### src/rtl/mips_mdu.sv
// Iterative MIPS multiply/divide unit with HI/LO; one result bit per cycle, WIDTH+1 busy cycles per MULT/DIV.
// No backpressure beyond busy: start is ignored while busy, MTHI/MTLO complete in the accept cycle.
module mips_mdu #(
  parameter int WIDTH = 32
) (
  input  logic             clk,
  input  logic             rst_n,
  input  logic             start,
  input  logic [2:0]       op,
  input  logic [WIDTH-1:0] a,
  input  logic [WIDTH-1:0] b,
  input  logic             flush,
  output logic             busy,
  output logic             done,
  output logic [WIDTH-1:0] hi,
  output logic [WIDTH-1:0] lo
);

  localparam int CW = $clog2(WIDTH);
  localparam logic [1:0] S_IDLE = 2'd0;
  localparam logic [1:0] S_RUN  = 2'd1;
  localparam logic [1:0] S_FIX  = 2'd2;

  logic [1:0]         state_q, state_d;
  logic [CW-1:0]      cnt_q, cnt_d;
  logic [2*WIDTH-1:0] acc_q, acc_d;
  logic [WIDTH-1:0]   opnd_q, opnd_d;
  logic [WIDTH-1:0]   rem_q, rem_d;
  logic [WIDTH-1:0]   aorig_q, aorig_d;
  logic               is_div_q, is_div_d;
  logic               neg_q, neg_d;
  logic               rneg_q, rneg_d;
  logic               dz_q, dz_d;
  logic [WIDTH-1:0]   hi_q, hi_d;
  logic [WIDTH-1:0]   lo_q, lo_d;
  logic               done_q, done_d;

  logic               is_signed;
  logic [WIDTH-1:0]   mag_a, mag_b;
  logic [WIDTH-1:0]   mul_add;
  logic [WIDTH:0]     mul_sum;
  logic [WIDTH:0]     div_shift;
  logic [WIDTH:0]     div_diff;
  logic               div_bit;
  logic [2*WIDTH-1:0] prod_fix;
  logic [WIDTH-1:0]   quo_fix, rem_fix;

  assign is_signed = ~op[0];
  assign mag_a     = (is_signed && a[WIDTH-1]) ? ('0 - a) : a;
  assign mag_b     = (is_signed && b[WIDTH-1]) ? ('0 - b) : b;

  // Multiply: acc holds {partial product, remaining multiplier bits}, shifted right each step.
  assign mul_add = acc_q[0] ? opnd_q : '0;
  assign mul_sum = {1'b0, acc_q[2*WIDTH-1:WIDTH]} + {1'b0, mul_add};

  // Divide: dividend shifts out of acc[WIDTH-1:0] while quotient bits shift in; borrow in bit WIDTH.
  assign div_shift = {rem_q, acc_q[WIDTH-1]};
  assign div_diff  = div_shift - {1'b0, opnd_q};
  assign div_bit   = ~div_diff[WIDTH];

  assign prod_fix = neg_q  ? ('0 - acc_q) : acc_q;
  assign quo_fix  = neg_q  ? ('0 - acc_q[WIDTH-1:0]) : acc_q[WIDTH-1:0];
  assign rem_fix  = rneg_q ? ('0 - rem_q) : rem_q;

  always_comb begin
    state_d  = state_q;
    cnt_d    = cnt_q;
    acc_d    = acc_q;
    opnd_d   = opnd_q;
    rem_d    = rem_q;
    aorig_d  = aorig_q;
    is_div_d = is_div_q;
    neg_d    = neg_q;
    rneg_d   = rneg_q;
    dz_d     = dz_q;
    hi_d     = hi_q;
    lo_d     = lo_q;
    done_d   = 1'b0;
    case (state_q)
      S_IDLE: begin
        if (start && !flush) begin
          case (op)
            3'b100: hi_d = a;
            3'b101: lo_d = a;
            3'b000, 3'b001, 3'b010, 3'b011: begin
              is_div_d = op[1];
              neg_d    = is_signed && (a[WIDTH-1] ^ b[WIDTH-1]);
              rneg_d   = is_signed && a[WIDTH-1];
              dz_d     = op[1] && (b == '0);
              aorig_d  = a;
              rem_d    = '0;
              cnt_d    = CW'(WIDTH-1);
              state_d  = S_RUN;
              if (op[1]) begin
                acc_d  = {{WIDTH{1'b0}}, mag_a};
                opnd_d = mag_b;
              end else begin
                acc_d  = {{WIDTH{1'b0}}, mag_b};
                opnd_d = mag_a;
              end
            end
            default: ;
          endcase
        end
      end
      S_RUN: begin
        if (flush) begin
          state_d = S_IDLE;
        end else begin
          if (is_div_q) begin
            rem_d = div_bit ? div_diff[WIDTH-1:0] : div_shift[WIDTH-1:0];
            acc_d = {acc_q[2*WIDTH-1:WIDTH], acc_q[WIDTH-2:0], div_bit};
          end else begin
            acc_d = {mul_sum, acc_q[WIDTH-1:1]};
          end
          cnt_d = cnt_q - CW'(1);
          if (cnt_q == '0) state_d = S_FIX;
        end
      end
      S_FIX: begin
        state_d = S_IDLE;
        if (!flush) begin
          done_d = 1'b1;
          if (!is_div_q) begin
            {hi_d, lo_d} = prod_fix;
          end else if (dz_q) begin
            lo_d = '1;
            hi_d = aorig_q;
          end else begin
            lo_d = quo_fix;
            hi_d = rem_fix;
          end
        end
      end
      default: state_d = S_IDLE;
    endcase
  end

  always_ff @(posedge clk or negedge rst_n) begin
    if (!rst_n) begin
      state_q  <= S_IDLE;
      cnt_q    <= '0;
      acc_q    <= '0;
      opnd_q   <= '0;
      rem_q    <= '0;
      aorig_q  <= '0;
      is_div_q <= 1'b0;
      neg_q    <= 1'b0;
      rneg_q   <= 1'b0;
      dz_q     <= 1'b0;
      hi_q     <= '0;
      lo_q     <= '0;
      done_q   <= 1'b0;
    end else begin
      state_q  <= state_d;
      cnt_q    <= cnt_d;
      acc_q    <= acc_d;
      opnd_q   <= opnd_d;
      rem_q    <= rem_d;
      aorig_q  <= aorig_d;
      is_div_q <= is_div_d;
      neg_q    <= neg_d;
      rneg_q   <= rneg_d;
      dz_q     <= dz_d;
      hi_q     <= hi_d;
      lo_q     <= lo_d;
      done_q   <= done_d;
    end
  end

  assign busy = (state_q != S_IDLE);
  assign done = done_q;
  assign hi   = hi_q;
  assign lo   = lo_q;

endmodule

### config.mk
export PLATFORM = sky130hd
export DESIGN_NAME = mips_mdu
export DESIGN_NICKNAME = d
export VERILOG_FILES = /design/src/rtl/mips_mdu.sv
export SDC_FILE = /design/constraint.sdc
export NUM_CORES = 1
export LEC_CHECK = 0
export ABC_CLOCK_PERIOD_IN_PS = 9010
export BUFFER_PORTS_ARGS = -buffer_cell sky130_fd_sc_hd__buf_2
export CAP_MARGIN = 20
export CORE_MARGIN = 2
export CORE_UTILIZATION = 56
export CTS_BUF_LIST = sky130_fd_sc_hd__clkbuf_8 sky130_fd_sc_hd__clkbuf_16
export CTS_CLUSTER_DIAMETER = 30
export DETAILED_ROUTE_END_ITERATION = 12
export PLACE_DENSITY_LB_ADDON = 0.15
export SETUP_SLACK_MARGIN = 0.2
export SYNTH_ARGS = -nofsm -noshare
export SYNTH_HDL_FRONTEND = slang
export SYNTH_SLANG_ARGS = --single-unit
### constraint.sdc
create_clock -name clk -period 9.01 [get_ports clk]
set_clock_uncertainty 0.2 [all_clocks]
set_input_delay 1.3515 -clock clk [delete_from_list [all_inputs] [get_ports clk]]
set_output_delay 1.3515 -clock clk [all_outputs]
set_load 0.01 [all_outputs]
**Yosys cells after proc, flatten, opt, wreduce, memory -nomap -nowiden**

Index checks and enable logic that the tools add are counted.

- Reduce and logical (&&, ||, !) cells: 21
- $add $sub $neg: 8
- Equal/unequal tests: 16
- Bitwise logic cells: 3
- Muxes and demuxes: 42

Operator list:

| operator | number |
|---|---|
| 32-bit 2-to-1 mux | 22 |
| 64-bit 2-to-1 mux | 5 |
| 32-bit one-hot mux with 2 select lines | 3 |
| 64-bit one-hot mux with 2 select lines | 1 |
| 1-bit by 32-bit subtractor with 32-bit output, first input constant | 4 |
| 1-bit by 64-bit subtractor with 64-bit output, first input constant | 1 |
| 32-bit by 32-bit adder with 33-bit output | 1 |
| 33-bit by 32-bit subtractor with 33-bit output | 1 |
| 32-bit logical NOT | 1 |
| 5-bit 2-to-1 mux | 3 |
| 4-bit AND reduction | 3 |
| 2-bit != test, second input constant | 5 |
| 5-bit one-hot mux with 2 select lines | 1 |
| 5-bit AND reduction | 2 |
| 2-bit 2-to-1 mux | 4 |
| 3-bit by 2-bit == test with 1-bit output, second input constant | 2 |
| 3-bit == test, second input constant | 2 |
| 2-bit by 1-bit != test with 1-bit output, second input constant | 3 |
| 3-bit AND reduction | 2 |
| 2-bit nonzero test | 3 |
| 1-bit logical AND | 5 |
| 5-bit logical NOT | 1 |
| 5-bit by 1-bit subtractor with 5-bit output, second input constant | 1 |
| 2-bit one-hot mux with 2 select lines | 1 |
| other kinds (11) | 13 |

- Output and inout port bits: 66
- Register bits: 236
- Logic and storage cells: 104

**Logic depth before layout (Yosys ltp)**

- Word-level depth: 7
- Mapped depth: 16
- Mapped depth without buffers: 14

**Worst setup path after synthesis**

No wires, ideal clock.

- Kind: input port to flip-flop
- From: in b[5]
- To: reg acc_q[21]
- Required time: 8.745 ns
- Data arrival time: 3.833 ns
- Cell stages on the path: 8
- Library setup time: 0.065 ns
- Path slack: 4.912 ns
- Cell sequence: or4_1 -> nor4b_2 -> or4b_2 -> o31ai_1 -> xnor2_1 -> nor2_1 -> a211oi_1 -> o22a_1

- Cells in the longest elaborated chain, start to end: 6

RTL lines:

| element | RTL line | RTL |
|---|---|---|
| from (decl) | 11 | `input logic [WIDTH-1:0] b,` |
| 1-bit by 32-bit subtractor with 32-bit output | 50 | `assign mag_b = (is_signed && b[WIDTH-1]) ? ('0 - b) : b;` |
| 32-bit 2-to-1 mux | 50 |  |
| 32-bit 2-to-1 mux | 94 | `if (op[1]) begin` |
| 64-bit 2-to-1 mux | 82 | `case (op)` |
| 64-bit 2-to-1 mux | 81 | `if (start && !flush) begin` |
| 64-bit one-hot mux with 2 select lines | 79 | `case (state_q)` |
| to (signal assigned) | 143 | `acc_q <= '0;` |
| to (signal assigned) | 157 | `acc_q <= acc_d;` |
| to (decl) | 26 | `logic [2*WIDTH-1:0] acc_q, acc_d;` |

Every way passes these cells. The select of a mux whose other input is x is not followed.
A chain may end at the register's enable or synchronous reset.

**Worst setup path after layout**

- From: reg acc_q[0]
- To: reg acc_q[62]

- Cells in the longest elaborated chain, start to end: 5

RTL lines:

| element | RTL line | RTL |
|---|---|---|
| 32-bit 2-to-1 mux | 53 | `assign mul_add = acc_q[0] ? opnd_q : '0;` |
| 32-bit by 32-bit adder with 33-bit output | 54 | `assign mul_sum = {1'b0, acc_q[2*WIDTH-1:WIDTH]} + {1'b0, mul_add};` |
| 64-bit 2-to-1 mux | 110 | `if (is_div_q) begin` |
| 64-bit 2-to-1 mux | 107 | `if (flush) begin` |
| 64-bit one-hot mux with 2 select lines | 79 |  |

Every way passes these cells. The select of a mux whose other input is x is not followed.

==> flow_metrics.env <==
export IMPL_tightestPinTransition_ps=1050
export IMPL_power_frac_comb_pct=33.6
export IMPL_drt_iter0_drc=2227
export IMPL_yosys_area_share_simple_pct=19.0
export IMPL_crit_path_start="acc_q[0]$_DFFE_PN0P_"
export IMPL_cts_resized_gates=0
export IMPL_cts_setup_buffers=0
export IMPL_grt_max_degree=117
export IMPL_hold_viol_final=0
export IMPL_core_mm2=0.0315
export IMPL_grt_pass1_vias=16731
export IMPL_endpoint="acc_q[62]$_DFFE_PN0P_"
export IMPL_die_area_mm2=0.0333
export IMPL_postSynthCellCount=2252
export IMPL_drv_cap=0
export IMPL_rsz0062_at_grt="no"
export IMPL_cts_sinks=236
export IMPL_leakage_nw=9.32
export IMPL_switching_share_pct=37.2
export IMPL_fin_crit_ps=4780
export IMPL_root_buffer="clkbuf_16"
export IMPL_hp_class="reg -> reg"
export IMPL_r2r_start="acc_q[0]$_DFFE_PN0P_"
export IMPL_async_reset_ff_share_pct=100
export IMPL_final_max_slew_viol_count=0
export IMPL_yosys_warnings=0
export IMPL_design_portCount=137
export IMPL_fill_cells=2645
export IMPL_yosysTopAreaCell="dfrtp_1"
export IMPL_ys_seq_area_share_pct=33.1
export IMPL_synthMostInstantiatedCell="nand2_1"
export IMPL_syn_nets=2395
export IMPL_end_kind="register"
export IMPL_vias_per_cell=6.37
export IMPL_ctsHoldBuffers=0
export IMPL_cts_clk_slew_worst_paths_ps=40
export IMPL_ff2ff_setup_slack_ps=4230
export IMPL_tritoncts="done"
export IMPL_synth_cell_area_mm2=0.0178
export IMPL_finalSetupViolations=0
export IMPL_synth_top_area_share_pct=33.1
export IMPL_cts_max_level=3
export IMPL_area_delta_synth_final_pct=18.0
export IMPL_fmax_ghz=0.209
export IMPL_rows=65
export IMPL_stdcell_area_mm2=0.0211
export IMPL_synthAdderAreaFrac_pct=5.13
export IMPL_setup_ws_ps=4230
export IMPL_synth_ff_type="dfrtp_1"
export IMPL_powerDensity_mw_per_mm2=285
export IMPL_antenna_cells=0
export IMPL_share_seq_of_total_power_pct=25.7
export IMPL_die_x_um=183
export IMPL_die_h_um=183
export IMPL_dpl_cell_area_mm2=0.0187
export IMPL_synth_top_family_by_area="compound AO/OA/AOI/OAI gates"
export IMPL_max_slew_margin_pct=29.2
export IMPL_synth_edf_count=0
export IMPL_dr_total_vias=17772
export IMPL_portBuffers=136
export IMPL_ir_drop_v=0.000215
export IMPL_path_class="reg -> reg"
export IMPL_dp_slack_ps=4380
export IMPL_place_congestion=0.990
export IMPL_drive_above_1_share_pct=13.3
export IMPL_cts_made_buffers=67
export IMPL_synth_xor_area_share_pct=10.3
export IMPL_hpwl_um=46800
export IMPL_nNetsFinal=2478
export IMPL_synthMuxAreaShare_pct=4.64
export IMPL_synth_area_leaders="dfrtp_1 (33%), o21ai_0 (7.7%), nand2_1 (7.5%), xnor2_1 (6.4%), ha_1 (4.9%)"
export IMPL_antenna_found_initial=1
export IMPL_clock_latency_ps=580
export IMPL_p_clk_share_pct=40.7
export IMPL_ant_nets=0
export IMPL_setup_tns_final_ps=0
export IMPL_grt_overflow=0
export IMPL_p_int_mw=3.77
export IMPL_synth_compound_gate_area_share_pct=23.5
export IMPL_synth_seq_cells=236
export IMPL_avgSynthCellArea_um2=7.92
export IMPL_start_util_pct=56.7
export IMPL_r2r_end="acc_q[62]$_DFFE_PN0P_"
export IMPL_grt_pass1_wl_um=99500
export IMPL_p_switching_mw=2.23
export IMPL_clockBufferDepth=3
export IMPL_crit_required_ps=9270
export IMPL_crit_arrival_ps=5040
export IMPL_grt_total_usage_pct=39.1
export IMPL_wirelength_um=64900
export IMPL_finalCritPeriodShare_pct=53.1
export IMPL_drc=0
export IMPL_synth_common_cells="nand2_1 (355), o21ai_0 (274), dfrtp_1 (236)"
export IMPL_drt_pass1_iterations=6
export IMPL_r2r_cells=12
export IMPL_ys_types=70
export IMPL_crit_fanout=32
export IMPL_wl_per_cell_um=23.3
export IMPL_status="complete, no violations"
export IMPL_startpoint_type="register"
==> stage by stage <==
stage	util, %	hold slack [ps]	power (mW)	cells
final	66.9	267	6.00	2788
after global routing	66.9	291	6.28	2788
after CTS	66.8	276	5.95	2787
after detailed placement	59.4	266	3.50	2667
after global placement	59.4	255	3.45	2667
after floorplan	-	237	2.87	2252
==> state kept, by name (all words and copies together), names as in the netlist <==
register	flops
acc_q	64
is_div_q	1
aorig_q	32
neg_q	1
cnt_q	5
rneg_q	1
opnd_q	32
dz_q	1
state_q	2
lo	32
rem_q	32
hi	32
done	1
==> routing by layer <==
metal	share of wire, %	GRT usage, %
met5	0	0
met4	5.2	20.0
met3	12	9.84
met2	40	53.1
met1	43	57.1
==> worst min-delay path by stage <==
| stage | from | end | depth (start not counted) |
|---|---|---|---|
| after global placement | hi[3]$_DFFE_PN0P_ | hi[3]$_DFFE_PN0P_ | 2 |
| after CTS | lo[23]$_DFFE_PN0P_ | lo[23]$_DFFE_PN0P_ | 2 |
| after detailed placement | lo[23]$_DFFE_PN0P_ | lo[23]$_DFFE_PN0P_ | 2 |
| after global routing | aorig_q[25]$_DFFE_PN0P_ | aorig_q[25]$_DFFE_PN0P_ | 2 |
| final | lo[23]$_DFFE_PN0P_ | lo[23]$_DFFE_PN0P_ | 2 |
| after floorplan | aorig_q[4]$_DFFE_PN0P_ | aorig_q[4]$_DFFE_PN0P_ | 2 |
==> worst max-delay path, cell delays in order, from the launching register on <==
cell and delay [ps]:
dfrtp_1 470, inv_1 770, nor2_1 140, ha_1 390
a2111oi_0 460, nand2b_1 180, a221o_1 390, a221oi_1 670
o21ai_0 240, nand4_1 170, a21boi_0 150, mux2i_1 150
a221o_1 260
==> logic make-up (layout without fill, tap and decap cells) <==
family / Yosys count / in the layout
adders and majority gates: 72 / 72
AOI/OAI and AO/OA: 697 / 697
xor gates and xnor gates: 209 / 209
muxes: 82 / 82
and+or+nand+nor: 751 / 751
DFF: 236 / 236
buffers and inverters: 205 / 339
==> cells in the final DEF (no fill, tap or decap), types with 42 or more instances in the layout <==
cell       synthesis  routed
inv_1             59      67
o21ai_0          274     273
nor2_1           179     178
ha_1              70      70
xor2_1            79      79
xnor2_1          130     129
a21oi_1          166     166
buf_2              3     134
clkbuf_16          0      69
o31ai_1           42      42
mux2i_1           76      76
nand2_1          355     354
dfrtp_1          236     234
==> power groups by stage <==
| stage | logic [mW] | registers, mW | clock network, mW |
|---|---|---|---|
| global placement | 1.92 | 1.54 | 0 |
| floorplan | 1.40 | 1.47 | 0 |
| CTS | 1.97 | 1.53 | 2.45 |
| finish | 2.01 | 1.54 | 2.44 |
| detailed placement | 1.95 | 1.54 | 0 |
| global route | 2.20 | 1.57 | 2.51 |
==> cell type report <==
type / count / area [um2] / area share, %
clock buffers: 76 / 1820 / 8.66
clock inverters: 44 / 509 / 2.42
inverters: 61 / 229 / 1.09
multi-input cells: 1811 / 11200 / 53.2
flip-flops and latches: 236 / 5910 / 28.1
well taps: 402 / 503 / 2.39
repair buffers: 158 / 878 / 4.17
No activity file was read; power rests on OpenSTA's default activity.
